**config.mk**
```make
export PLATFORM = sky130hd
export DESIGN_NAME = imem_loader_flat
export DESIGN_NICKNAME = d
export VERILOG_FILES = /design/src/rtl/imem_loader_pkg.sv /design/src/rtl/imem_loader_if.sv /design/src/rtl/imem_loader_byte_word_packer.sv /design/src/rtl/imem_loader.sv /design/src/flat_wrapper.sv
export SDC_FILE = /design/constraint.sdc
export NUM_CORES = 1
export LEC_CHECK = 0
export BUFFER_PORTS_ARGS = -buffer_cell sky130_fd_sc_hd__buf_4
export CORE_MARGIN = 8
export CORE_UTILIZATION = 62
export DETAILED_ROUTE_END_ITERATION = 7
export GPL_TIMING_DRIVEN = 0
export PLACE_DENSITY = 0.85
export SLEW_MARGIN = 25
export SYNTH_ARGS = -nofsm -noshare
export SYNTH_HDL_FRONTEND = slang
export SYNTH_SLANG_ARGS = --single-unit
```
**constraint.sdc**
```tcl
create_clock -name clk -period 3.8 [get_ports clk]
set_input_delay 0 -clock clk [delete_from_list [all_inputs] [get_ports clk]]
set_output_delay 0 -clock clk [all_outputs]
set_load 0.05 [all_outputs]
```
**src/rtl/imem_loader_pkg.sv**
```systemverilog
// Shared definitions for the instruction-memory boot loader: state encoding and frame geometry.
package imem_loader_pkg;

    typedef logic [2:0]  state_t;
    typedef logic [7:0]  byte_t;
    typedef logic [31:0] word_t;

    localparam state_t ST_IDLE = 3'd0;
    localparam state_t ST_LEN0 = 3'd1;
    localparam state_t ST_LEN1 = 3'd2;
    localparam state_t ST_DATA = 3'd3;
    localparam state_t ST_CSUM = 3'd4;
    localparam state_t ST_DONE = 3'd5;
    localparam state_t ST_ERR  = 3'd6;

    localparam int unsigned LEN_BYTES      = 2;
    localparam int unsigned BYTES_PER_WORD = 4;

endpackage

```
**src/rtl/imem_loader_if.sv**
```systemverilog
// Byte stream in and instruction-memory write port out of the boot loader.
interface imem_loader_if;
    import imem_loader_pkg::*;

    byte_t rx_data;
    logic  rx_valid;
    logic  rx_ready;
    logic  we;
    word_t waddr;
    word_t wdata;

    // master: serial source plus memory sink; slave: the loader itself
    modport master (
        output rx_data, rx_valid,
        input  rx_ready, we, waddr, wdata
    );

    modport slave (
        input  rx_data, rx_valid,
        output rx_ready, we, waddr, wdata
    );

endinterface

```
**src/rtl/imem_loader_byte_word_packer.sv**
```systemverilog
// Packs accepted bytes LSB-first into 32-bit words and emits a registered one-cycle write strobe.
module byte_word_packer
    import imem_loader_pkg::*;
(
    input  logic  clk,
    input  logic  rst_n,
    input  logic  clear,
    input  logic  byte_valid,
    input  byte_t byte_data,
    output logic  word_done,
    output logic  we,
    output word_t wdata
);

    localparam int unsigned LANE_W = $clog2(BYTES_PER_WORD);
    localparam int unsigned ASM_W  = 8 * (BYTES_PER_WORD - 1);

    logic [LANE_W-1:0] lane_q;
    logic [ASM_W-1:0]  asm_q;
    logic              we_q;
    word_t             wdata_q;

    assign word_done = byte_valid && (lane_q == LANE_W'(BYTES_PER_WORD - 1));
    assign we        = we_q;
    assign wdata     = wdata_q;

    always_ff @(posedge clk) begin
        if (!rst_n) begin
            lane_q  <= '0;
            asm_q   <= '0;
            we_q    <= 1'b0;
            wdata_q <= '0;
        end else begin
            we_q <= word_done;
            if (clear) begin
                lane_q <= '0;
            end else if (byte_valid) begin
                lane_q <= word_done ? '0 : lane_q + LANE_W'(1);
            end
            // Shift right so the first byte of a word ends up in the lowest lane.
            if (byte_valid) begin
                asm_q <= {byte_data, asm_q[ASM_W-1:8]};
            end
            if (word_done) begin
                wdata_q <= {byte_data, asm_q};
            end
        end
    end

endmodule

```
**src/rtl/imem_loader.sv**
```systemverilog
// Boot loader: parses LEN/DATA/CSUM frames, writes words to instruction memory, gates core reset.
module imem_loader
    import imem_loader_pkg::*;
#(
    parameter int unsigned MEM_DEPTH   = 256,
    parameter int unsigned TIMEOUT_CYC = 1000000
) (
    input  logic          clk,
    input  logic          rst_n,
    input  logic          start,
    imem_loader_if.slave  bus,
    output logic          busy,
    output logic          done,
    output logic          error,
    output logic          cpu_rst_n
);

    localparam int unsigned IDX_W = $clog2(MEM_DEPTH) + 1;
    localparam int unsigned TMO_W = $clog2(TIMEOUT_CYC + 1);
    localparam int unsigned LEN_W = 8 * LEN_BYTES;

    state_t           state_q, state_d;
    logic [LEN_W-1:0] len_q, len_d;
    logic [LEN_W-1:0] len_rx;
    logic [IDX_W-1:0] word_idx_q, word_idx_d;
    byte_t            xor_q, xor_d;
    logic [TMO_W-1:0] tmo_q, tmo_d;
    word_t            waddr_q, waddr_d;
    logic             active;
    logic             xfer;
    logic             data_xfer;
    logic             word_done;
    logic             clear;

    assign active = (state_q == ST_LEN0) || (state_q == ST_LEN1) ||
                    (state_q == ST_DATA) || (state_q == ST_CSUM);
    assign xfer      = bus.rx_valid && active;
    assign data_xfer = xfer && (state_q == ST_DATA);
    assign clear     = start && !active;
    assign len_rx    = {bus.rx_data, len_q[7:0]};

    assign bus.rx_ready = active;
    assign bus.waddr    = waddr_q;
    assign busy         = active;
    assign done         = (state_q == ST_DONE);
    assign error        = (state_q == ST_ERR);
    assign cpu_rst_n    = (state_q == ST_DONE);

    byte_word_packer u_packer (
        .clk        (clk),
        .rst_n      (rst_n),
        .clear      (clear),
        .byte_valid (data_xfer),
        .byte_data  (bus.rx_data),
        .word_done  (word_done),
        .we         (bus.we),
        .wdata      (bus.wdata)
    );

    always_comb begin
        state_d    = state_q;
        len_d      = len_q;
        word_idx_d = word_idx_q;
        xor_d      = xor_q;
        tmo_d      = tmo_q;
        waddr_d    = waddr_q;
        case (state_q)
            ST_LEN0: begin
                if (xfer) begin
                    len_d[7:0] = bus.rx_data;
                    state_d    = ST_LEN1;
                end
            end
            ST_LEN1: begin
                if (xfer) begin
                    len_d = len_rx;
                    if (len_rx == '0 || 32'(len_rx) > MEM_DEPTH) begin
                        state_d = ST_ERR;
                    end else begin
                        state_d = ST_DATA;
                    end
                end
            end
            ST_DATA: begin
                if (xfer) begin
                    xor_d = xor_q ^ bus.rx_data;
                    if (word_done) begin
                        word_idx_d = word_idx_q + IDX_W'(1);
                        waddr_d    = 32'(word_idx_q) << 2;
                        if (LEN_W'(word_idx_q) + LEN_W'(1) == len_q) begin
                            state_d = ST_CSUM;
                        end
                    end
                end
            end
            ST_CSUM: begin
                if (xfer) begin
                    state_d = (bus.rx_data == xor_q) ? ST_DONE : ST_ERR;
                end
            end
            default: begin
                if (start) begin
                    state_d    = ST_LEN0;
                    word_idx_d = '0;
                    xor_d      = '0;
                    tmo_d      = '0;
                end
            end
        endcase
        // Idle-byte watchdog overrides whatever the frame parser decided this cycle.
        if (active) begin
            if (xfer) begin
                tmo_d = '0;
            end else begin
                tmo_d = tmo_q + TMO_W'(1);
                if (tmo_d == TMO_W'(TIMEOUT_CYC)) begin
                    state_d = ST_ERR;
                end
            end
        end
    end

    always_ff @(posedge clk) begin
        if (!rst_n) begin
            state_q    <= ST_IDLE;
            len_q      <= '0;
            word_idx_q <= '0;
            xor_q      <= '0;
            tmo_q      <= '0;
            waddr_q    <= '0;
        end else begin
            state_q    <= state_d;
            len_q      <= len_d;
            word_idx_q <= word_idx_d;
            xor_q      <= xor_d;
            tmo_q      <= tmo_d;
            waddr_q    <= waddr_d;
        end
    end

endmodule

```
**src/flat_wrapper.sv**
```systemverilog
// flat-port wrapper written by rule: the top's interface ports become plain ports
module imem_loader_flat import imem_loader_pkg::*;
#(
    parameter int unsigned MEM_DEPTH   = 256,
    parameter int unsigned TIMEOUT_CYC = 1000000
)
  (clk, rst_n, start, busy, done, error, cpu_rst_n, bus_rx_data, bus_rx_valid, bus_rx_ready, bus_we, bus_waddr, bus_wdata);
  imem_loader_if bus_i ();
  input  logic clk;
  input  logic rst_n;
  input  logic start;
  output logic busy;
  output logic done;
  output logic error;
  output logic cpu_rst_n;
  input wire logic [$bits(bus_i.rx_data)-1:0] bus_rx_data;
  input wire logic [$bits(bus_i.rx_valid)-1:0] bus_rx_valid;
  output wire logic [$bits(bus_i.rx_ready)-1:0] bus_rx_ready;
  output wire logic [$bits(bus_i.we)-1:0] bus_we;
  output wire logic [$bits(bus_i.waddr)-1:0] bus_waddr;
  output wire logic [$bits(bus_i.wdata)-1:0] bus_wdata;
  assign bus_i.rx_data = bus_rx_data;
  assign bus_i.rx_valid = bus_rx_valid;
  assign bus_rx_ready = bus_i.rx_ready;
  assign bus_we = bus_i.we;
  assign bus_waddr = bus_i.waddr;
  assign bus_wdata = bus_i.wdata;
  imem_loader #(.MEM_DEPTH(MEM_DEPTH), .TIMEOUT_CYC(TIMEOUT_CYC)) u_core (.clk(clk), .rst_n(rst_n), .start(start), .bus(bus_i), .busy(busy), .done(done), .error(error), .cpu_rst_n(cpu_rst_n));
endmodule
```
# After elaboration in Yosys (flattened, before gate mapping)
# Cells that the tools add are included.
[word_totals]
regBits = 124
in_bits = 12
output_inout_bits = 70
elab_cells = 81
[classes]
add_sub_neg = 4
n_lt_le_gt_ge = 1
eq_ne = 13
muxes = 27
bitwise_logic = 4
n_reduce_logical = 21
[op_table]
columns = ["cell", "n"]
rows = [
  ["20-bit 2-to-1 mux", 4],
  ["3-bit 2-to-1 mux", 11],
  ["8-bit one-hot mux with 2 select lines", 2],
  ["9-bit 2-to-1 mux", 3],
  ["8-bit 2-to-1 mux", 3],
  ["20-bit by 1-bit adder with 20-bit output, second input constant", 1],
  ["20-bit == test, second input constant", 1],
  ["9-bit one-hot mux with 2 select lines", 1],
  ["16-bit == test", 1],
  ["16-bit by 9-bit greater-than comparator with 1-bit output, second input constant", 1],
  ["16-bit zero test", 1],
  ["3-bit one-hot mux with 4 select lines", 1],
  ["9-bit by 1-bit adder with 10-bit output, second input constant", 1],
  ["9-bit by 1-bit adder with 9-bit output, second input constant", 1],
  ["3-bit == test, second input constant", 3],
  ["3-bit AND reduction", 3],
  ["8-bit == test", 1],
  ["8-bit XOR", 1],
  ["3-bit by 2-bit == test with 1-bit output, second input constant", 2],
  ["1-bit logical AND", 4],
  ["1-bit logical OR", 4],
  ["2-bit 2-to-1 mux", 2],
  ["2-bit by 1-bit inequality test with 1-bit output, second input constant", 2],
  ["2-bit AND reduction", 2],
  ["other kinds (11)", 14],
]

# Longest topological paths before layout
# Gate-level depths: netlist of the first run.
[logic_depth]
depth_word = 13
ltp_mapped = 10
ltp_nobuf = 8

# By module
# A second synthesis of the first run with hierarchy kept.
[hier_totals]
cells_unflattened = 750
hier_area_um2 = 6247.2
[modules_own_cells]
columns = ["mod", "n_inst", "cells_each", "area_per_inst_um2", "seq_area_each_um2"]
rows = [
  ["imem_loader", 1, 514, 3916.3, 1301.2],
  ["byte_word_packer", 1, 236, 2331.0, 1181.1],
]

# Worst setup path before layout of the first run
# OpenSTA, ideal clock, no wires.
[synth_path]
path_kind = "register to register"
start = "register u_core.word_idx_q[0]"
end = "register u_core.state_q[1]"
setup_ns = 0.120
t_arrival_ns = 2.086
required_time_ns = 3.680
path_slack_ns = 1.594
stages_incl_launch_ff = 9
n_path_buf = 0
synth_period_minus_slack_ns = 2.206
path_cell_list = "dfxtp_1 ha_1 nand3_1 nor2_2 nand3_1 a311oi_1 o2111ai_1 and2_0 o31a_1"
[synth_via]
elab_chain_cells = 9
[synth_rtl]
columns = ["element", "line", "rtl"]
rows = [
  ["start: declaration", "imem_loader.sv:25", "logic [IDX_W-1:0] word_idx_q, word_idx_d;"],
  ["start signal: assignment", "imem_loader.sv:134", "word_idx_q <= word_idx_d;"],
  ["9-bit by 1-bit adder with 10-bit output *", "imem_loader.sv:90", "if (LEN_W'(word_idx_q) + LEN_W'(1) == len_q) begin"],
  ["16-bit == test *", "imem_loader.sv:90", ""],
  ["3-bit 2-to-1 mux *", "imem_loader.sv:90", ""],
  ["3-bit 2-to-1 mux *", "imem_loader.sv:87", "if (word_done) begin"],
  ["3-bit 2-to-1 mux *", "imem_loader.sv:85", "if (xfer) begin"],
  ["3-bit one-hot mux with 4 select lines *", "imem_loader.sv:67", "case (state_q)"],
  ["3-bit 2-to-1 mux", "imem_loader.sv:116", "if (tmo_d == TMO_W'(TIMEOUT_CYC)) begin"],
  ["3-bit 2-to-1 mux", "imem_loader.sv:112", "if (xfer) begin"],
  ["3-bit 2-to-1 mux *", "imem_loader.sv:111", "if (active) begin"],
  ["end signal: assignment", "imem_loader.sv:132", "state_q <= state_d;"],
  ["end: declaration", "imem_loader.sv:22", "state_t state_q, state_d;"],
]
# Every way passes the cells marked *; elsewhere a longest branch is shown, timed or not.
# A chain may end at the register's enable or synchronous reset.

# Worst setup path in the final report of the first run
# Same ends and word-level chain as after synthesis.

==> results.ini, run 1 <==
[status]
status=finished, final reports clean

[job]
cap_violations=0

[floorplanning]
die_area_mm2=0.01315
start_util_pct=62.95
top_level_ports=82
rows=36
core_area_mm2=0.009594
die_x_um=114.7
die_y_um=114.7

[setup_path]
r2r_slack_ns=1.04
crit_type=flop to flop
crit_chain=ha_1 -> nand3_1 -> nor2_2 -> nand3_1 -> a311oi_1 -> o2111ai_1 -> and2_0 -> o31a_1
cp_common_cell=nand3_1
worstPathArrival_ns=3.18
cpLargestDelayFamily=simple AND/OR/NAND/NOR gates
critPathMaxFanout=7
path_buf_inv=0
required_ns=4.22
crit_path_end_kind=flop
startpoint_type=flop
cpMaxStageDelayCell=dfxtp_1
crit_path_max_incr_delay_ns=0.47

[yosys]
syn_inst=762
avgSynthCellArea_um2=7.926
synthArstFlopShare_pct=0
synth-edff-count=0
synth_seq_cells=124
yosysUniqueCellTypes=68
synthTopCellsByArea=dfxtp_1 41%, nand2_1 11%, a21oi_1 5.6%
synthFlopType=dfxtp_1
netlist.area_leader.share_pct=41.10
yosysWarnings=0
post-synth-top-area-cell=dfxtp_1
ys_seq_area_share_pct=41.10
syn_area_mm2=0.006040

[power_and_ir_drop]
vdd_drop_max_mv=0.3189
power.leakage_nw=2.790
powerDensity_mw_per_mm2=450.3

[final_layout]
final_cell_mix=176 x nand2_1, 124 x dfxtp_1, 80 x buf_4, 67 x a21oi_1, 41 x o21ai_0
final_cells=1015
mostFrequentLayoutCell=nand2_1
diodes=0
synthToLayoutAreaGrowth_pct=22.39
stdcell_area_mm2=0.007392
final_core_util_pct=77.05
layout-drive-gt1-share_pct=15.53
final_net_count=884
nFillCells=726

[global_routing]
grt_max_degree=17
grt_pass1_wl_um=26360
gr-total-overflow=0
antenna_found_initial=0
grt_pass1_vias=5349
track_usage_pct=25.11

[timing]
hold_viol_final=0
setup_tns_ns=0
finalCriticalPeriod_ns=2.760
fin_worst_skew_ns=0.01236
rsz0062_at_grt=no
fin_crit_sh_pct=72.64
max_slew_margin_pct=32.40
hold_ws_ns=0.3430
setup_violations=0
maxSlewViolCount=0
tightest_slew_ns=0.9885
max_freq_mhz=362.3

[clock_network]
cts-root-buf=clkbuf_8
numClockSinks=124
cts_tree=yes
cts_buffers=17
h-tree-depth=4
clkTransAtPathRegs_ns=0.06
clockBufferDepth=2
post_cts_buffers=0
clkLatencyLatePin_ns=0.54

[routing]
first_pass_iters=5
routed_wl_um=16370
initialDrtViolationCount=392
drc_errors=0
via_per_inst=5.670
num_vias=5755
ant_nets=0
avgRoutedWirePerCell_um=16.13

[worst_hold_path]
hp-class=input port to flop

[place]
dp_cells=972
place_area_mm2=0.006701
hpwl_um=11440
gp_congestion=0.9703
portBuffers=55

-- worst register-to-register path, stage by stage, from the launching register on --
cell       delay, ns
dfxtp_1         0.47
ha_1            0.36
nand3_1         0.21
nor2_2          0.29
nand3_1         0.21
a311oi_1        0.33
o2111ai_1       0.27
and2_0          0.24
o31a_1          0.26
-- power by group --
| part | internal (mW) | switching, mW | total, mW |
|---|---|---|---|
| logic | 0.141 | 0.276 | 0.417 |
| registers | 1.32 | 0.0197 | 1.34 |
| clock network | 0.973 | 0.600 | 1.57 |
-- state kept, by name, summed over array words and instances, names as in the netlist --
signal                  cells
u_core.u_packer.wdata      32
u_core.u_packer.asm_q      24
u_core.tmo_q               20
u_core.len_q               16
u_core.bus.waddr            9
u_core.word_idx_q           9
u_core.xor_q                8
u_core.state_q              3
u_core.u_packer.lane_q      2
u_core.u_packer.we          1
-- per-stage QoR --
stage               total power, mW  setup slack (ns)
global route                  3.427            0.8603
detailed placement            1.765             1.145
finish                        3.329             1.040
global placement              1.755             1.194
CTS                           3.327             1.126
floorplan                     1.668             1.594
-- cells in the mapped netlist, types with 9 or more instances --
cell and n:
a21boi_0 28, a21oi_1 67, and2_1 16, and3_1 10, buf_4 25, clkbuf_1 39
dfxtp_1 124, inv_1 9, mux2i_1 17, nand2_1 176, nand3_1 13, nor2_1 18
nor2b_1 35, nor3_1 15, o21ai_0 41, xnor2_1 10
-- metal layers --
layer  part of all wire, %  global-route usage, %  up-vias  wire, um
met3                   8.8                  6.013       45      1444
met2                    48                  41.32      246      7853
li1                      -                      -     2807         -
met1                    40                  30.15     2657      6612
met5                     0                      0        -         0
met4                   2.8                  12.08        0       459
-- kinds of logic after synthesis --
| logic type | after synthesis | share of synthesized area, % |
|---|---|---|
| flops | 124 | 41.10 |
| xor+xnor | 18 | 2.610 |
| mux | 17 | 2.817 |
| other cells | 1 | 0.06209 |
| buf+inv | 87 | 7.292 |
| fa+ha+maj | 3 | 0.6216 |
| compound gates | 183 | 18.89 |
| simple gates | 329 | 26.60 |
-- timing repair --
item,CTS,global route
resized for setup,0,0
endpoints found under the hold margin,45,0
hold buffers,11,0
-- layout make-up --
| type | instances | area (um^2) | area share [%] |
|---|---|---|---|
| inverter | 11 | 42.54 | 0.5755 |
| tap | 133 | 166.4 | 2.251 |
| buffer | 76 | 397.9 | 5.383 |
| clock inverter | 12 | 135.1 | 1.828 |
| sequential | 124 | 2482 | 33.58 |
| multi-input combinational | 573 | 3199 | 43.28 |
| timing repair buffer | 66 | 523.0 | 7.075 |
| clock buffer | 20 | 445.4 | 6.026 |
-- path summary, 6_finish.rpt --
check                                          startpoint                   endpoint  cells past startpoint
worst max-delay path                 u_core.word_idx_q[0]          u_core.state_q[1]                      8
worst min-delay path                       bus_rx_data[4]  u_core.u_packer.wdata[28]                      4
worst max register to register       u_core.word_idx_q[0]          u_core.state_q[1]                      8
worst min register to register  u_core.u_packer.wdata[11]  u_core.u_packer.wdata[11]                      2
(Power assumes the default switching activity.)
==> run 2, diff against run 1 <==
CORE_UTILIZATION = 52   (was 62)
PLACE_DENSITY = 0.76   (was 0.85)
clock period = 2.25 ns   (was 3.8 ns; I/O delays follow)
==> run 2 against run 1 <==
Power is 65% higher. Critical path depth is 1 lower. Non-clock buffer count is 5 higher. Cell count is 1.5% higher. Setup slack worse by 1.0 ns. Global-route usage is 3.8 points lower. Sequential power is 69% higher. Maximum frequency is 24% higher. Clock skew is 0.0061 ns lower.
==> results.ini, run 2 (synthesis gave the netlist of run 1 again) <==
[routing]
routed_wl_um=16800  ; +2.6%
initialDrtViolationCount=431  ; +9.9%
first_pass_iters=7  ; +2
via_per_inst=5.616  ; -0.96%
avgRoutedWirePerCell_um=16.31  ; +1.1%
num_vias=5784  ; +0.50%
drc_errors=0  ; unchanged
ant_nets=0  ; unchanged

[setup_path]
r2r_slack_ns=0.02  ; -1.02 ns
startpoint_type=flop
crit_type=flop to flop
worstPathArrival_ns=2.53  ; -0.65 ns
crit_path_end_kind=flop
startpoint=u_core.len_q[10]
r2r-end=u_core.state_q[1]
critPathMaxFanout=3  ; -4
reg2reg_depth=7  ; -1
r2r_start=u_core.len_q[10]
required_ns=2.55  ; -1.67 ns

[global_routing]
gr-total-overflow=0  ; unchanged
grt_pass1_wl_um=25830  ; -2.0%
grt_pass1_vias=5344  ; -0.093%
grt_max_degree=17  ; unchanged
antenna_found_initial=0  ; unchanged
track_usage_pct=21.36  ; -3.8 points

[clock_network]
clkLatencyLatePin_ns=0.42  ; -0.12 ns
clkTransAtPathRegs_ns=0.06  ; about the same
numClockSinks=124  ; unchanged
cts_tree=yes
clockBufferDepth=2  ; unchanged
cts_buffers=17  ; unchanged
h-tree-depth=4  ; unchanged
cts-root-buf=clkbuf_16

[timing]
hold_ws_ns=0.07969  ; -0.2633 ns
fin_worst_skew_ns=0.006311  ; -0.006053 ns
tightest_slew_ns=0.8806  ; -0.1078 ns
maxSlewViolCount=0  ; unchanged
finalCriticalPeriod_ns=2.228  ; -0.5318 ns
fin_crit_sh_pct=99.04  ; +26 points
rsz0062_at_grt=yes
max_slew_margin_pct=41.08  ; +8.7 points
hold_viol_final=0  ; unchanged
max_freq_mhz=448.8  ; +24%
setup_violations=0  ; unchanged
setup_tns_ns=0  ; unchanged

[worst_hold_path]
hp-class=input port to flop
hold_depth=3  ; -1
min_from=bus_rx_data[0]
worstHoldEndpoint=u_core.u_packer.wdata[24]

[floorplanning]
die_area_mm2=0.01532  ; +16%
die_x_um=123.8  ; +7.9%
die_y_um=123.8  ; +7.9%
start_util_pct=53.12  ; -9.8 points
core_area_mm2=0.01137  ; +19%
rows=39  ; +8.3%
top_level_ports=82  ; unchanged

[power_and_ir_drop]
p_sw_mw=1.548  ; +73%
p_int_mw=3.953  ; +62%
p_sw_share_pct=28.14  ; +1.2 points
seqPwrFrac_pct=41.1  ; +0.9 points
powerDensity_mw_per_mm2=714.6  ; +59%
power.share.combinational_pct=13.4  ; +0.9 points
pwr-share-clk_pct=45.4  ; -1.8 points
power.leakage_nw=2.905  ; +4.1%
vdd_drop_max_mv=0.5450  ; +71%

[final_layout]
multiInputGateArea_mm2=0.003437  ; +7.4%
synthToLayoutAreaGrowth_pct=27.45
diodes=0  ; unchanged
nFillCells=910  ; +25%
largest_reg_flops=32  ; unchanged
layout-drive-gt1-share_pct=21.98  ; +6.5 points
final_net_count=889  ; +0.57%
area.sequential_mm2=0.002497  ; +0.61%
final_cell_mix=174 x nand2_1, 114 x dfxtp_1, 93 x buf_4, 66 x a21oi_1, 41 x o21ai_0
mostFrequentLayoutCell=nand2_1

[place]
portBuffers=55  ; unchanged
hpwl_um=11750  ; +2.6%
gp_congestion=0.8862  ; -8.7%

[status]
status=finished, final reports clean

[job]
cap_violations=0  ; unchanged

-- run 2: critical path, cell delays in order (launching register included) --
cell	delay (ns)
dfxtp_1	0.31
or4_1	0.55
nor3_2	0.16
nand4_1	0.16
nor4b_4	0.27
o2111ai_2	0.20
and2_0	0.20
o31a_1	0.28
-- run 2: power by group through the flow --
stage | combinational, mW | clock, mW | sequential (mW)
3_3_place_gp | 0.660 | 0 | 2.30
2_1_floorplan | 0.519 | 0 | 2.30
6_report | 0.739 | 2.50 | 2.26
4_1_cts | 0.691 | 2.52 | 2.26
5_1_grt | 0.797 | 2.63 | 2.27
3_5_place_dp | 0.675 | 0 | 2.31
-- run 2: timing repair --
action / 4_1_cts / 5_1_grt
hold endpoints to repair: 26 / 0
hold buffers: 7 / 0
gates resized for setup: 20 / 63
setup buffers: 1 / 11
gates cloned: 0 / 0
setup endpoints to repair: 45 / 54
pin swaps: 2 / 17
-- run 2: through the flow --
step	util, %	power (mW)	cells	cell area [um^2]	worst slack [ns]
after global placement	59.05	2.965	982	6714	-0.2832
after floorplan	-	2.818	784	6122	0.04396
after CTS	65.24	5.471	1020	7417	-0.05748
after global routing	67.70	5.692	1030	7697	-0.1114
after detailed placement	59.05	2.983	982	6714	-0.3614
final	67.70	5.501	1030	7697	0.02163
-- run 2: worst max path at each step --
stage / to / slack [ns] / cells past startpoint
after floorplan: u_core.state_q[1] / 0.04 / 8
after global routing: u_core.state_q[0] / -0.11 / 9
after CTS: u_core.state_q[1] / -0.06 / 8
after detailed placement: u_core.state_q[1] / -0.36 / 8
after global placement: u_core.state_q[1] / -0.28 / 9
final: u_core.state_q[1] / 0.02 / 7
-- run 2: metal layers --
layer,vias to the layer above,GRT usage (%),wire [um]
met5,-,0,0
met4,0,9.707,379
met3,37,4.986,1192
met2,219,35.80,8162
met1,2717,25.52,7060
li1,2811,-,-
-- run 2: final cells by class --
| class | count | share of cell area [%] |
|---|---|---|
| multi-input cells | 573 | 44.65 |
| inverters | 11 | 0.6014 |
| flip-flops and latches | 124 | 32.44 |
| plain buffers | 73 | 5.445 |
| repair buffers | 74 | 7.445 |
| clock buffers | 20 | 5.933 |
| well taps | 143 | 2.324 |
| clock inverters | 12 | 1.154 |
==> run 3, diff against run 2 <==
CORE_UTILIZATION = 35   (was 52)
CTS_BUF_LIST = sky130_fd_sc_hd__clkbuf_2   (was default)
PLACE_DENSITY = 0.55   (was 0.76)
TNS_END_PERCENT = 100   (was default)
==> run 3 against run 2 <==
Count of clock-buffer cells in the layout rose by 1. Non-clock buffer count fell by 1. Hold slack improved by 0.087 ns. Power fell by 24%. Setup slack improved by 0.042 ns. Sequential share of layout area rose by 1.6 points. Design area fell by 4.6%. Largest power group is now registers. Critical path type unchanged. Largest cell class unchanged. Flip-flop and latch count did not move. Clock power fell by 52%. Clock skew rose by 0.020 ns.
==> results.ini, run 3 (synthesis gave the netlist of run 1 again) <==
[final_layout]
layout-drive-gt1-share_pct=20.54  ; -1.4 points
largest_reg_flops=32  ; unchanged
final_net_count=888  ; -0.11%
mostFrequentLayoutCell=nand2_1
synthToLayoutAreaGrowth_pct=21.55
nFillCells=1835  ; +100%
diodes=0  ; unchanged
final_cell_mix=174 x nand2_1, 114 x dfxtp_1, 91 x buf_4, 64 x a21oi_1, 41 x o21ai_0

[floorplanning]
rows=48  ; +23%
die_y_um=147.4  ; +19%
start_util_pct=35.41  ; -18 points
die_area_mm2=0.02172  ; +42%
top_level_ports=82  ; unchanged
core_area_mm2=0.01706  ; +50%
die_x_um=147.4  ; +19%

[timing]
max_freq_mhz=457.4  ; +1.9%
setup_tns_ns=0  ; unchanged
rsz0062_at_grt=yes
hold_viol_final=0  ; unchanged
finalCriticalPeriod_ns=2.186  ; -0.04203 ns
tightest_slew_ns=0.9676  ; +0.08693 ns
maxSlewViolCount=0  ; unchanged
setup_violations=0  ; unchanged
max_slew_margin_pct=35.26  ; -5.8 points
layout_setup_ws_ns=0.06366  ; +0.04203 ns
hold_ws_ns=0.1670  ; +0.08727 ns
fin_worst_skew_ns=0.02591  ; +0.01960 ns
fin_crit_sh_pct=97.17  ; -1.9 points

[routing]
routed_wl_um=17020  ; +1.4%
drc_errors=0  ; unchanged
ant_nets=0  ; unchanged
via_per_inst=4.979  ; -11%
first_pass_iters=5  ; -2
initialDrtViolationCount=334  ; -23%
num_vias=5532  ; -4.4%
avgRoutedWirePerCell_um=15.32  ; -6.0%

[clock_network]
clkLatencyLatePin_ns=0.70  ; +0.28 ns
h-tree-depth=4  ; unchanged
cts-root-buf=clkbuf_2
clockBufferDepth=2  ; unchanged
clkTransAtPathRegs_ns=0.19  ; +0.13 ns
cts_buffers=17  ; unchanged
numClockSinks=124  ; unchanged
cts_tree=yes

[setup_path]
required_ns=2.91  ; +0.36 ns
critPathMaxFanout=6  ; +3
worstPathArrival_ns=2.85  ; +0.32 ns
r2r_start=u_core.tmo_q[5]
crit_path_end_kind=flop
crit_type=flop to flop
startpoint_type=flop
startpoint=u_core.tmo_q[5]

[global_routing]
grt_max_degree=17  ; unchanged
track_usage_pct=15.56  ; -5.8 points
antenna_found_initial=0  ; unchanged
grt_pass1_wl_um=27030  ; +4.6%
grt_pass1_vias=5172  ; -3.2%
gr-total-overflow=0  ; unchanged

[power_and_ir_drop]
p_sw_mw=1.324  ; -14%
power.leakage_nw=2.746  ; -5.4%
vdd_drop_max_mv=0.3074  ; -44%
p_sw_share_pct=31.62  ; +3.5 points
power.share.combinational_pct=17.2  ; +3.8 points
seqPwrFrac_pct=54.0  ; +13 points
pwr-share-clk_pct=28.8  ; -17 points
p_int_mw=2.864  ; -28%
powerDensity_mw_per_mm2=570.5  ; -20%
power_mw=4.188  ; -24%

[worst_hold_path]
min_from=bus_rx_data[1]
hp-class=input port to flop

[place]
portBuffers=55  ; unchanged
hpwl_um=12010  ; +2.3%
gp_congestion=0.8071  ; -8.9%
dp_slack_ns=-0.3112  ; +0.05020 ns

[status]
status=finished, final reports clean

[job]
cap_violations=0  ; unchanged

==> run 3: cell count changes in the layout (fill, tap and decap cells not counted), moves of 3 or more <==
cell           change
dlygate4sd3_1      +4
clkinvlp_4         -3
buf_6              -3
inv_6              -5
clkinv_1           +4
clkbuf_2          +23
clkbuf_16         -17
==> run 3: path summary, 6_finish.rpt <==
check / end / slack (ns) / cells past startpoint
setup / recovery: u_core.state_q[1] / 0.06 / 8
setup reg to reg: u_core.state_q[1] / 0.06 / 8
hold / removal: u_core.u_packer.wdata[25] / 0.17 / 4
hold reg to reg: u_core.u_packer.wdata[6] / 0.46 / 2
==> run 3: layout make-up <==
type | count | area [um^2] | area share [%]
Sequential cell | 124 | 2500 | 34.05
Multi-Input combinational cell | 573 | 3349 | 45.63
Tap cell | 225 | 281.5 | 3.835
Clock inverter | 11 | 77.57 | 1.057
Timing Repair Buffer | 73 | 575.6 | 7.840
Buffer | 73 | 407.9 | 5.557
Clock buffer | 21 | 105.1 | 1.432
Inverter | 11 | 43.79 | 0.5966
==> run 3: power groups by stage <==
stage / clock, mW / sequential, mW / combinational (mW)
2_1_floorplan: 0 / 2.30 / 0.519
3_3_place_gp: 0 / 2.31 / 0.687
3_5_place_dp: 0 / 2.31 / 0.685
4_1_cts: 1.25 / 2.26 / 0.709
5_1_grt: 1.35 / 2.27 / 0.779
6_report: 1.21 / 2.26 / 0.719
==> run 3: what timing repair did <==
action                                  CTS  global route
setup buffers                             4             3
endpoints found under the setup margin   48            75
gates resized for setup                  27            38
hold buffers                             11             0
endpoints found under the hold margin    80             0
pin swaps                                 7            10
==> run 3: per-layer routing <==
layer	GRT usage [%]	part of all wire, %	vias to the layer above
li1	-	-	2802
met1	19.87	48	2598
met2	24.82	46	114
met3	4.706	5.2	18
met4	4.437	1.4	0
met5	0	0	-
==> run 3: stage by stage <==
stage | area [um^2] | std cells | utilization (%)
3_5_place_dp | 6817 | 1064 | 39.96
2_1_floorplan | 6122 | 784 | -
3_3_place_gp | 6817 | 1064 | 39.96
6_report | 7341 | 1111 | 43.04
4_1_cts | 7236 | 1110 | 42.42
5_1_grt | 7341 | 1111 | 43.04
==> run 3: critical path, stage by stage, from the launching register on <==
cell      delay, ns
dfxtp_1        0.47
and4_4         0.29
nand3_2        0.13
or4_1          0.50
a22oi_2        0.20
nand4_1        0.11
buf_4          0.17
a211oi_2       0.14
o31a_1         0.13
